==> src/rtl/alu_pkg.sv <==
// Shared types for the sequential ALU: opcodes, flag bit positions, FSM states.
// Optional feature macro: ALU_SEQ_SHIFT_EN (adds the iterative shifter state).
package alu_pkg;

  typedef enum logic [3:0] {
    OP_NOT = 4'd0,
    OP_AND = 4'd1,
    OP_OR  = 4'd2,
    OP_XOR = 4'd3,
    OP_DEC = 4'd4,
    OP_ADD = 4'd5,
    OP_SUB = 4'd6,
    OP_INC = 4'd7,
    OP_SHL = 4'd8,
    OP_SHR = 4'd9,
    OP_SAR = 4'd10
  } alu_op_e;

  // Bit positions inside the {Z, N, C, V} flag vector
  localparam int FLAG_Z = 3;
  localparam int FLAG_N = 2;
  localparam int FLAG_C = 1;
  localparam int FLAG_V = 0;

`ifdef ALU_SEQ_SHIFT_EN
  typedef enum logic [1:0] {
    ST_IDLE  = 2'd0,
    ST_SHIFT = 2'd1,
    ST_DONE  = 2'd2
  } state_e;
`else
  typedef enum logic [1:0] {
    ST_IDLE  = 2'd0,
    ST_DONE  = 2'd2
  } state_e;
`endif

  // True for the three shift opcodes
  function automatic logic is_shift_op(input logic [3:0] op);
    return (op == OP_SHL) || (op == OP_SHR) || (op == OP_SAR);
  endfunction

endpackage

==> src/rtl/alu_core.sv <==
// Combinational evaluation of opcodes 0-7 (logic and add/sub family).
// Anything else reports legal_o = 0 with zero result and flags.
module alu_core
  import alu_pkg::*;
#(
  parameter int WIDTH = 16
) (
  input  logic [3:0]       op_i,
  input  logic [WIDTH-1:0] a_i,
  input  logic [WIDTH-1:0] b_i,
  output logic [WIDTH-1:0] res_o,
  output logic [3:0]       flags_o,
  output logic             legal_o
);

  logic [WIDTH-1:0] b_eff_s;
  logic [WIDTH:0]   sum_s;
  logic [WIDTH:0]   diff_s;
  logic             c_s;
  logic             v_s;

  // INC/DEC reuse the adder/subtractor with B forced to one
  always_comb begin
    b_eff_s = b_i;
    if ((op_i == OP_INC) || (op_i == OP_DEC)) begin
      b_eff_s = {{(WIDTH-1){1'b0}}, 1'b1};
    end else begin
      b_eff_s = b_i;
    end
    sum_s  = {1'b0, a_i} + {1'b0, b_eff_s};
    diff_s = {1'b0, a_i} - {1'b0, b_eff_s};
  end

  // Opcode decode: result, carry/borrow and signed overflow
  always_comb begin
    res_o   = {WIDTH{1'b0}};
    c_s     = 1'b0;
    v_s     = 1'b0;
    legal_o = 1'b1;
    case (op_i)
      OP_NOT: res_o = ~a_i;
      OP_AND: res_o = a_i & b_i;
      OP_OR:  res_o = a_i | b_i;
      OP_XOR: res_o = a_i ^ b_i;
      OP_ADD, OP_INC: begin
        res_o = sum_s[WIDTH-1:0];
        c_s   = sum_s[WIDTH];
        v_s   = (a_i[WIDTH-1] == b_eff_s[WIDTH-1]) && (sum_s[WIDTH-1] != a_i[WIDTH-1]);
      end
      OP_SUB, OP_DEC: begin
        res_o = diff_s[WIDTH-1:0];
        c_s   = diff_s[WIDTH];
        v_s   = (a_i[WIDTH-1] != b_eff_s[WIDTH-1]) && (diff_s[WIDTH-1] != a_i[WIDTH-1]);
      end
      default: legal_o = 1'b0;
    endcase
  end

  // Flag packing; an illegal opcode yields all-zero flags
  always_comb begin
    flags_o = 4'b0000;
    if (legal_o) begin
      flags_o[FLAG_Z] = (res_o == {WIDTH{1'b0}});
      flags_o[FLAG_N] = res_o[WIDTH-1];
      flags_o[FLAG_C] = c_s;
      flags_o[FLAG_V] = v_s;
    end else begin
      flags_o = 4'b0000;
    end
  end

endmodule

==> src/rtl/alu_seq.sv <==
// Handshaked sequential ALU with accumulator feedback.
// Optional feature macro: ALU_SEQ_SHIFT_EN builds the 1-bit-per-cycle shifter.
module alu_seq
  import alu_pkg::*;
#(
  parameter  int WIDTH = 16,
  localparam int SHW   = $clog2(WIDTH)
) (
  input  logic             clk,
  input  logic             rst_n,
  input  logic             in_valid,
  output logic             in_ready,
  input  logic [3:0]       op,
  input  logic             use_acc,
  input  logic [WIDTH-1:0] a,
  input  logic [WIDTH-1:0] b,
  output logic             out_valid,
  input  logic             out_ready,
  output logic [WIDTH-1:0] result,
  output logic [3:0]       flags,
  output logic             err
);

  state_e           state_q, state_d;
  logic [WIDTH-1:0] result_q, result_d;
  logic [3:0]       flags_q, flags_d;
  logic             err_q, err_d;
  logic [WIDTH-1:0] acc_q, acc_d;

  logic [WIDTH-1:0] a_eff_s;
  logic [WIDTH-1:0] core_res_s;
  logic [3:0]       core_flags_s;
  logic             core_legal_s;
  logic [SHW-1:0]   amt_s;
  logic             shift_op_s;

`ifdef ALU_SEQ_SHIFT_EN
  logic [WIDTH-1:0] work_q, work_d;
  logic [SHW-1:0]   cnt_q, cnt_d;
  logic [3:0]       sop_q, sop_d;
  logic             carry_q, carry_d;
  assign shift_op_s = is_shift_op(op);
`else
  assign shift_op_s = 1'b0;
`endif

  assign a_eff_s = use_acc ? acc_q : a;
  assign amt_s   = b[SHW-1:0];

  alu_core #(.WIDTH(WIDTH)) u_core (
    .op_i    (op),
    .a_i     (a_eff_s),
    .b_i     (b),
    .res_o   (core_res_s),
    .flags_o (core_flags_s),
    .legal_o (core_legal_s)
  );

  // Flags for a pass-through or shifted value: Z/N from the value, given carry, no overflow
  function automatic logic [3:0] plain_flags(input logic [WIDTH-1:0] r, input logic c);
    logic [3:0] f;
    f         = 4'b0000;
    f[FLAG_Z] = (r == {WIDTH{1'b0}});
    f[FLAG_N] = r[WIDTH-1];
    f[FLAG_C] = c;
    return f;
  endfunction

  // Next-state and datapath load logic
  always_comb begin
    state_d  = state_q;
    result_d = result_q;
    flags_d  = flags_q;
    err_d    = err_q;
    acc_d    = acc_q;
`ifdef ALU_SEQ_SHIFT_EN
    work_d   = work_q;
    cnt_d    = cnt_q;
    sop_d    = sop_q;
    carry_d  = carry_q;
`endif
    case (state_q)
      ST_IDLE: begin
        if (in_valid) begin
`ifdef ALU_SEQ_SHIFT_EN
          if (shift_op_s && (amt_s != {SHW{1'b0}})) begin
            work_d  = a_eff_s;
            cnt_d   = amt_s;
            sop_d   = op;
            carry_d = 1'b0;
            state_d = ST_SHIFT;
          end else
`endif
          if (shift_op_s) begin
            // Zero shift amount: A passes straight through, no carry
            result_d = a_eff_s;
            flags_d  = plain_flags(a_eff_s, 1'b0);
            err_d    = 1'b0;
            acc_d    = a_eff_s;
            state_d  = ST_DONE;
          end else begin
            result_d = core_res_s;
            flags_d  = core_flags_s;
            err_d    = ~core_legal_s;
            acc_d    = core_res_s;
            state_d  = ST_DONE;
          end
        end else begin
          state_d = ST_IDLE;
        end
      end
`ifdef ALU_SEQ_SHIFT_EN
      ST_SHIFT: begin
        if (cnt_q != {SHW{1'b0}}) begin
          cnt_d = cnt_q - {{(SHW-1){1'b0}}, 1'b1};
          case (sop_q)
            OP_SHL: begin
              carry_d = work_q[WIDTH-1];
              work_d  = {work_q[WIDTH-2:0], 1'b0};
            end
            OP_SHR: begin
              carry_d = work_q[0];
              work_d  = {1'b0, work_q[WIDTH-1:1]};
            end
            OP_SAR: begin
              carry_d = work_q[0];
              work_d  = {work_q[WIDTH-1], work_q[WIDTH-1:1]};
            end
            default: begin
              carry_d = carry_q;
              work_d  = work_q;
            end
          endcase
        end else begin
          result_d = work_q;
          flags_d  = plain_flags(work_q, carry_q);
          err_d    = 1'b0;
          acc_d    = work_q;
          state_d  = ST_DONE;
        end
      end
`endif
      ST_DONE: begin
        if (out_ready) begin
          state_d = ST_IDLE;
        end else begin
          state_d = ST_DONE;
        end
      end
      default: state_d = ST_IDLE;
    endcase
  end

  // State, result and accumulator registers
  always_ff @(posedge clk or negedge rst_n) begin
    if (!rst_n) begin
      state_q  <= ST_IDLE;
      result_q <= {WIDTH{1'b0}};
      flags_q  <= 4'b0000;
      err_q    <= 1'b0;
      acc_q    <= {WIDTH{1'b0}};
`ifdef ALU_SEQ_SHIFT_EN
      work_q   <= {WIDTH{1'b0}};
      cnt_q    <= {SHW{1'b0}};
      sop_q    <= 4'd0;
      carry_q  <= 1'b0;
`endif
    end else begin
      state_q  <= state_d;
      result_q <= result_d;
      flags_q  <= flags_d;
      err_q    <= err_d;
      acc_q    <= acc_d;
`ifdef ALU_SEQ_SHIFT_EN
      work_q   <= work_d;
      cnt_q    <= cnt_d;
      sop_q    <= sop_d;
      carry_q  <= carry_d;
`endif
    end
  end

  assign in_ready  = (state_q == ST_IDLE);
  assign out_valid = (state_q == ST_DONE);
  assign result    = result_q;
  assign flags     = flags_q;
  assign err       = err_q;

endmodule
==> config.mk <==
export PLATFORM = sky130hd
export DESIGN_NAME = alu_seq
export DESIGN_NICKNAME = d
export VERILOG_FILES = /design/src/rtl/alu_pkg.sv /design/src/rtl/alu_core.sv /design/src/rtl/alu_seq.sv
export SDC_FILE = /design/constraint.sdc
export NUM_CORES = 1
export LEC_CHECK = 0
export ABC_CLOCK_PERIOD_IN_PS = 3200
export BUFFER_PORTS_ARGS = -buffer_cell sky130_fd_sc_hd__buf_4
export CELL_PAD_IN_SITES_DETAIL_PLACEMENT = 1
export CELL_PAD_IN_SITES_GLOBAL_PLACEMENT = 2
export CORE_ASPECT_RATIO = 1.1
export CORE_UTILIZATION = 31
export CTS_CLUSTER_DIAMETER = 40
export CTS_CLUSTER_SIZE = 16
export DETAILED_ROUTE_END_ITERATION = 12
export GPL_TIMING_DRIVEN = 0
export PLACE_DENSITY = 0.88
export SLEW_MARGIN = 25
export SYNTH_ARGS = -nofsm -noshare
export SYNTH_HDL_FRONTEND = slang
export SYNTH_SLANG_ARGS = --single-unit
==> constraint.sdc <==
create_clock -name clk -period 3.2 [get_ports clk]
set_input_delay 0.48 -clock clk [delete_from_list [all_inputs] [get_ports clk]]
set_output_delay 0.48 -clock clk [all_outputs]
set_load 0.03 [all_outputs]
==> out/results.tsv, run 1 <==
metric	value	unit
Worst Hold Class	in -> async	
RSZ-0062 raised after global routing	true	
sequential-to-total area share from yosys stat	13.0	%
worst slew pin tran	851	ps
vias in the first global route	4688	
GRT Total Usage	24.0	%
CP required	3400	ps
ordered cell list for the critical path	clkbuf_4 -> nor2_4 -> clkbuf_16 -> nand2_4 -> clkbuf_16 -> nand2_8 -> ha_4 -> inv_2 -> fa_2 -> or2_4 -> a221oi_4 -> a311oi_4 -> a41oi_2 -> xnor2_1 -> o221ai_2 -> or4_4 -> or4_4 -> o21ai_2	
CP Max Fanout	10	
fill cell count	1560	
die width	114	um
num rows	44	
vias	4582	
Worst Setup Start Kind	input port	
post-route ant nets	0	
final hold vios	0	
Starting Density	32.0	%
Yosys reg bits	22	
share of flip-flops with an asynchronous set or reset	100	%
top_reg_cell synth	dfrtp_1	
Synth Area in Adders	20.1	%
chip height	125	um
clk_lat worst skew	270	ps
Post-Syn Area	4250	um^2
Setup WS pre-CTS	-1930	ps
Clock Path Buffers	2	
net count reported at finish	773	
Clock Pin Slew Worst Setup and Hold Paths	70	ps
core area	13300	um^2
Switching Fraction	47.7	%
routed vias/inst	5.40	
Worst setup EP type	flip-flop	
Int Power	1.53	mW
Net Switching	1.40	mW
TritonCTS buffer count	3	
Comb pwr share	73.3	%
gp weighted congestion	0.876	
Worst VDD drop	0.215	mV
Detailed Routing Iterations Pass 1	4	
first-pass GRT wire length	26100	um
Synth Warn #	0	
multiplexer area fraction after synthesis	12.9	%
relative max-transition margin	43.2	%
fraction of layout cells with a size suffix above 1	39.0	%
Avg Cell Area, Syn	7.89	um^2
post-route clock period utilization	132	%
TritonCTS clock tree	built	
global route overflow	0	
clock network power share	12.8	%
status	complete, but fails checks	
largest net degree at the start of global routing	23	
Syn Nets	647	
initial antenna violation count	0	
max_cap viols	0	
die area	14200	um^2
critical path class	in -> reg	
largest family of logic cells by synthesized area	compound AO/OA/AOI/OAI gates	
Slowest-stage cell, CP	or4_4	
xor/xnor share of the synthesized area	2.06	%
skew final	2.42	ps
CP peak stage delay	540	ps
fin. max-slew vios	0	
residual DRC count	0	
Routed WL	17300	um
drt wl/cell	20.4	um
unique cell type count in the Yosys netlist	73	
# IOs	64	
n_diodes	0	
Gate Count Post-Synth	539	
Area growth syn-to-layout	47.1	%
Synth Area in Simple Gates	17.4	%
PwrDens	468	nW/um^2
post-route minimum period	4230	ps
Final Setup Violations	13	
P_leak	3.07	nW
CTS Hold Buffers Added	0	
I/O Buffers	60	
complex-gate fraction of the synthesized area	24.3	%
CTS root buf	clkbuf_16	
H-tree depth	1	
number of flops mapped to enable cells by yosys	0	
Final WS setup	-1030	ps
multi-input logic area	3790	um^2
failing checks	setup timing	
Worst Path Arrival	4430	ps
CTS Sinks	22	
Register Area	551	um^2
FMAX	236	MHz
sequential power share	13.9	%
Detail Placement HPWL	12600	um
Iter 0 DRT Violations	205	
TNS Setup	-3240	ps
## layout by cell type, fill, tap and decap left out, types with 5 or more instances in the layout
master       n
o31ai_1      5
clkbuf_16    6
nand3_1      5
buf_12       7
mux2_2      18
xnor2_1      6
dfrtp_1     22
nor2_1      33
nor2b_1      5
ha_4         8
nand2_1     52
o21ai_0     12
a211oi_1    10
a21oi_1     21
inv_1       63
o21ai_1      8
buf_4      117
ha_1        53
o211ai_1     6
mux2i_1     30
buf_6        9
nor3_1       8
nand2_4      6
## critical path: cells and delay by family
kind                       cells  cell delay (ps)
AOI/OAI and AO/OA              5             1070
xor gates and xnor gates       1              170
adders and majority gates      2              490
buffers and inverters          4              580
and+or+nand+nor                6             1630
## per-layer routing
metal	vias to the layer above	GRT usage (%)	share of wire [%]
li1	2161	-	-
met3	43	2.38	2.8
met1	2275	28.4	41
met4	0	9.52	5.0
met2	103	43.5	51
met5	-	0	0
## synthesized netlist by cell type, drive strengths merged, types with 7 or more instances
library cell	number	area (um^2)
nor2	35	131
o31ai	7	52.6
nor2b	7	43.8
o21ai	24	124
ha	65	813
mux2	21	236
a211oi	13	97.6
inv	66	248
nor3	11	55.1
o211ai	8	70.1
mux2i	31	310
nand2	62	233
clkbuf	17	124
xnor2	9	78.8
a21oi	25	125
dfrtp	22	551
buf	12	67.6
## flip-flops by register name, summed over array words and instances, names as in the netlist
name and cells:
acc_q 16, flags 4, err 1, state_q 1
## power groups by stage
stage	Sequential, mW	Combinational, mW	Clock, mW
final	0.406	2.14	0.374
after CTS	0.405	1.97	0.374
after global routing	0.416	2.29	0.387
after global placement	0.404	1.63	0
after floorplan	0.532	1.03	0
after detailed placement	0.410	1.67	0
## timing repair
item,4_1_cts,5_1_grt
hold endpoints to repair,0,0
setup buffers,39,29
setup endpoints to repair,17,14
pin swaps,33,30
gates resized for setup,75,49
## worst paths after layout
check                          start          to  slack [ps]  depth (start not counted)
max                            op[3]    flags[3]       -1030                         18
min reg2reg                      err         err         500                          2
min                            rst_n    acc_q[0]         100                          1
max in group asynchronous      rst_n   acc_q[13]        2850                          1
max reg2reg                 acc_q[1]    flags[3]        -610                         12
min in group clk           out_ready  state_q[1]         380                          2
## cell families (layout without fill, tap and decap cells)
family,count (synthesis),count (layout)
and+or+nand+nor,154,154
AOI/OAI and AO/OA,138,138
buffers and inverters,96,221
adders and majority gates,67,67
muxes,52,52
DFF,22,22
xor gates and xnor gates,10,10
## area by class of cell
| cell class | instances | share of cell area (%) |
|---|---|---|
| Multi-Input combinational cell | 421 | 60.7 |
| Timing Repair Buffer | 128 | 16.8 |
| Sequential cell | 22 | 8.80 |
| Buffer | 22 | 4.20 |
| Inverter | 67 | 4.20 |
| Tap cell | 184 | 3.68 |
| Clock buffer | 3 | 1.20 |
| Clock inverter | 1 | 0.480 |
## stage by stage
stage / power [mW] / hold WS (ps) / cell area [um^2] / util, % / cells
final: 2.92 / 103 / 6250 / 47.1 / 848
after global routing: 3.09 / 126 / 6250 / 47.1 / 848
after CTS: 2.74 / 121 / 5900 / 44.5 / 824
after detailed placement: 2.08 / 405 / 5110 / 38.5 / 783
after global placement: 2.03 / 397 / 5110 / 38.5 / 783
after floorplan: 1.56 / 184 / 4430 / - / 539
(Power assumes the default switching activity.)
==> inputs of run 2 (changes only) <==
Settings changed: SETUP_SLACK_MARGIN set to 0.05.
==> out/results.tsv, run 2 (synthesis results as in run 1) <==
metric	value	unit
status	complete, but fails checks	
failing checks	setup timing	
Routed WL	18100	um
Worst Path Arrival	4380	ps
die width	114	um
most common cell after layout, fill and taps aside	buf_4	
Final Setup Violations	11	
CTS Sinks	22	
worst slew pin tran	799	ps
CTS root buf	clkbuf_16	
I/O Buffers	60	
routed vias/inst	5.48	
Final WS setup	-987	ps
Final Util	48.3	%
first-pass GRT wire length	26700	um
PwrDens	470	nW/um^2
TritonCTS clock tree	built	
P_leak	3.13	nW
FMAX	239	MHz
core area	13300	um^2
fraction of layout cells with a size suffix above 1	42.2	%
Detail Placement HPWL	12900	um
H-tree depth	1	
RSZ-0062 raised after global routing	true	
initial antenna violation count	0	
Iter 0 DRT Violations	200	
Clock Pin Slew Worst Setup and Hold Paths	70	ps
dpl cells	783	
largest net degree at the start of global routing	23	
fin. max-slew vios	0	
Largest Register	acc_q	
GRT Total Usage	24.4	%
vias in the first global route	4940	
max_cap viols	0	
clk_lat worst skew	270	ps
# IOs	64	
Clock Path Buffers	2	
RR Endpoint	flags[3]	
FF-to-FF setup slack	-610	ps
skew final	1.52	ps
net count reported at finish	785	
reg2reg start	acc_q[1]	
relative max-transition margin	46.7	%
final hold vios	0	
Register-to-Register Path Depth	12	
vias	4716	
num rows	44	
residual DRC count	0	
Worst Setup Start Kind	input port	
gp weighted congestion	0.873	
Area growth syn-to-layout	50.8	%
Detailed Routing Iterations Pass 1	5	
non-filler cells, final	860	
Worst VDD drop	0.183	mV
max reg flops	16	
die area	14200	um^2
post-route ant nets	0	
Worst setup EP type	flip-flop	
most frequent cells in the layout	buf_4, inv_1, nand2_1	
CP required	3390	ps
Worst Hold Class	in -> async	
critical path class	in -> reg	
Starting Density	32.0	%
CP Max Fanout	8	
n_diodes	0	
drt wl/cell	21.0	um
post-route minimum period	4190	ps
post-route clock period utilization	131	%
global route overflow	0	
TritonCTS buffer count	3	
chip height	125	um
## run 2: cell count changes in the layout (fill, tap and decap cells not counted), moves of 2 or more
cell / previous run / this run
buf_4: 117 / 130
ha_1: 53 / 48
ha_4: 8 / 12
inv_1: 63 / 60
inv_2: 1 / 4
nand2_1: 52 / 49
nand2_2: 3 / 6
nor2b_2: 2 / 0
nor2b_4: 0 / 2
## run 2: how the worst max path moves through the flow
stage | startpoint | to | slack (ps) | cells after the start
2_1_floorplan | op[0] | flags[3] | -790 | 19
3_5_place_dp | op[3] | flags[3] | -1890 | 16
6_report | op[2] | flags[3] | -990 | 19
3_3_place_gp | op[3] | flags[3] | -1820 | 16
4_1_cts | op[0] | flags[3] | -1040 | 20
5_1_grt | op[2] | flags[3] | -1160 | 20
## run 2: layout make-up
cell class	instances	area, um^2
clock inverter	1	30.0
inverter	67	258
clock buffer	3	75.1
multi-input combinational	421	3880
buffer	24	283
tap	184	230
fill	1542	6860
sequential	22	551
timing repair buffer	138	1110
## run 2: through the flow
step	power [mW]	area, um^2	setup WS [ps]	hold slack (ps)	setup TNS, ps
floorplan	1.56	4430	-789	184	-1980
global placement	2.03	5110	-1820	394	-15430
detailed placement	2.09	5110	-1890	399	-15720
CTS	2.77	5910	-1040	112	-4570
global route	3.17	6410	-1160	124	-4630
finish	3.01	6410	-987	103	-3150
## run 2: layer usage
layer  wire (um)  up-vias  GRT usage [%]
met3         675       55           2.53
met1        7060     2326           27.1
li1            -     2192              -
met4        1010        0           14.7
met2        9320      143           44.3
met5           0        -              0
## run 2: where the power goes
group	switching [mW]	internal, mW	leakage, nW
logic	1.24	0.988	2.80
registers	0.0593	0.347	0.283
clock network	0.123	0.249	0.0511
total	1.43	1.58	3.13
## run 2: timing repair
| action | in CTS | in global routing |
|---|---|---|
| cloned | 1 | 0 |
| setup endpoints to repair | 17 | 16 |
| pin swaps | 47 | 43 |
| hold buffers | 0 | 0 |
| buffers inserted | 38 | 40 |
| gates resized for setup | 75 | 60 |
## run 2: critical path, cell delays in order
cell,delay [ps]
buf_12,100
clkinvlp_4,150
nor2_4,170
buf_8,130
nand2_4,70
clkbuf_16,170
nand2_8,60
ha_4,130
inv_2,30
fa_2,330
or2_4,270
a221oi_4,360
a311oi_4,180
a41oi_2,210
xnor2_1,170
o221ai_2,180
or4_4,480
or4_1,520
o21ai_1,160
==> inputs of run 3 (changes only) <==
Settings changed: CORE_UTILIZATION 31 to 30, PLACE_DENSITY 0.88 to 0.86.
==> out/results.tsv, run 3 (synthesis results as in run 1) <==
metric	value	unit
clk_lat worst skew	270	ps
# IOs	64	
initial antenna violation count	0	
TritonCTS clock tree	built	
chip height	127	um
FMAX	242	MHz
Area growth syn-to-layout	56.2	%
critical path class	in -> reg	
most used cell along the critical path	buf_12	
n_diodes	0	
fill cell count	1603	
skew final	2.81	ps
Worst setup EP type	flip-flop	
Starting Density	30.8	%
Iter 0 DRT Violations	240	
Final WS setup	-933	ps
Clock Pin Slew Worst Setup and Hold Paths	70	ps
Detailed Routing Iterations Pass 1	5	
gp weighted congestion	0.933	
CP peak stage delay	470	ps
CP Max Fanout	7	
max_cap viols	0	
most frequent cells in the layout	buf_4, inv_1, ha_1	
Worst Setup Start Kind	input port	
Largest Register	acc_q	
CTS root buf	clkbuf_16	
PwrDens	481	nW/um^2
Worst Path Arrival	4340	ps
fraction of layout cells with a size suffix above 1	45.3	%
I/O Buffers	60	
Final Setup Violations	13	
final hold vios	0	
vias	4911	
CP required	3400	ps
met1 usage	27.0	%
num rows	45	
CTS Sinks	22	
Clock Path Buffers	2	
multi-input logic area	4030	um^2
core area	13800	um^2
largest net degree at the start of global routing	23	
Routed WL	19600	um
post-route ant nets	0	
drt wl/cell	22.4	um
vias in the first global route	4983	
Worst Hold Class	in -> async	
Detail Placement HPWL	12700	um
ordered cell list for the critical path	buf_12 -> clkinvlp_4 -> nor2_4 -> buf_8 -> nand2_4 -> clkbuf_16 -> buf_12 -> buf_12 -> nand2_4 -> ha_4 -> buf_8 -> buf_4 -> a21oi_1 -> o21a_2 -> nor2_1 -> a211oi_1 -> xnor2_1 -> o221ai_2 -> or4_4 -> or4_1 -> o21ai_1	
CTS Hold Buffers Added	0	
met3 usage	2.58	%
Setup WS pre-CTS	-1840	ps
die area	14600	um^2
fin. max-slew vios	0	
GRT busiest layer	met2	
max reg flops	16	
first-pass GRT wire length	27200	um
FF-to-FF setup slack	-480	ps
post-route minimum period	4130	ps
grt met2 use	45.6	%
RSZ-0062 raised after global routing	true	
routed vias/inst	5.63	
Register Area	551	um^2
status	complete, but fails checks	
relative max-transition margin	42.6	%
die width	115	um
TritonCTS buffer count	3	
H-tree depth	1	
Worst VDD drop	0.222	mV
global route overflow	0	
net count reported at finish	794	
failing checks	setup timing	
P_leak	3.19	nW
most common cell after layout, fill and taps aside	buf_4	
residual DRC count	0	
worst slew pin tran	861	ps
Slowest-stage cell, CP	or4_4	
total power	3.19	mW
GRT Total Usage	24.5	%
post-route clock period utilization	129	%
run 3: power by group:
group          internal [mW]  switching [mW]
Clock                  0.250           0.125
Combinational           1.05            1.36
Sequential             0.347          0.0628
run 3: final timing paths:
| path | startpoint | to | depth (start not counted) |
|---|---|---|---|
| min in group clk | out_ready | state_q[1] | 2 |
| setup reg to reg | acc_q[2] | flags[3] | 11 |
| hold reg to reg | err | err | 2 |
| max in group asynchronous | rst_n | acc_q[14] | 1 |
| hold / removal | rst_n | acc_q[0] | 1 |
| setup / recovery | op[2] | flags[3] | 21 |
run 3: critical path: cells and delay by family:
family | cells | cell delay (ps)
and+or+nand+nor | 6 | 1270
AOI/OAI and AO/OA | 5 | 1090
buffers and inverters | 8 | 1080
adders and majority gates | 1 | 200
xor gates and xnor gates | 1 | 190
run 3: layout make-up:
class                      count  share of cell area (%)
buffer                        23                    3.92
clock inverter                 1                   0.452
timing repair buffer         148                    18.0
multi-input combinational    421                    60.7
tap                          188                    3.54
sequential                    22                    8.29
inverter                      67                    3.92
clock buffer                   3                    1.13
run 3: repair_timing:
action / CTS / global route
pin swaps: 59 / 61
endpoints found under the setup margin: 18 / 16
endpoints found under the hold margin: 0 / 0
buffers inserted: 45 / 45
gates resized for setup: 91 / 78
run 3: through the flow:
stage	cells	hold WS, ps	cell area, um^2	setup TNS (ps)	util (%)
global route	873	124	6640	-5870	48.1
global placement	787	396	5120	-15220	37.1
detailed placement	787	402	5120	-15930	37.1
CTS	834	114	6030	-4510	43.7
floorplan	539	184	4430	-1980	-
finish	873	102	6640	-4490	48.1
run 3: per-layer routing:
layer | wire [um] | up-vias
met1 | 7380 | 2419
met2 | 9910 | 193
met5 | 0 | -
li1 | - | 2202
met3 | 871 | 97
met4 | 1390 | 0
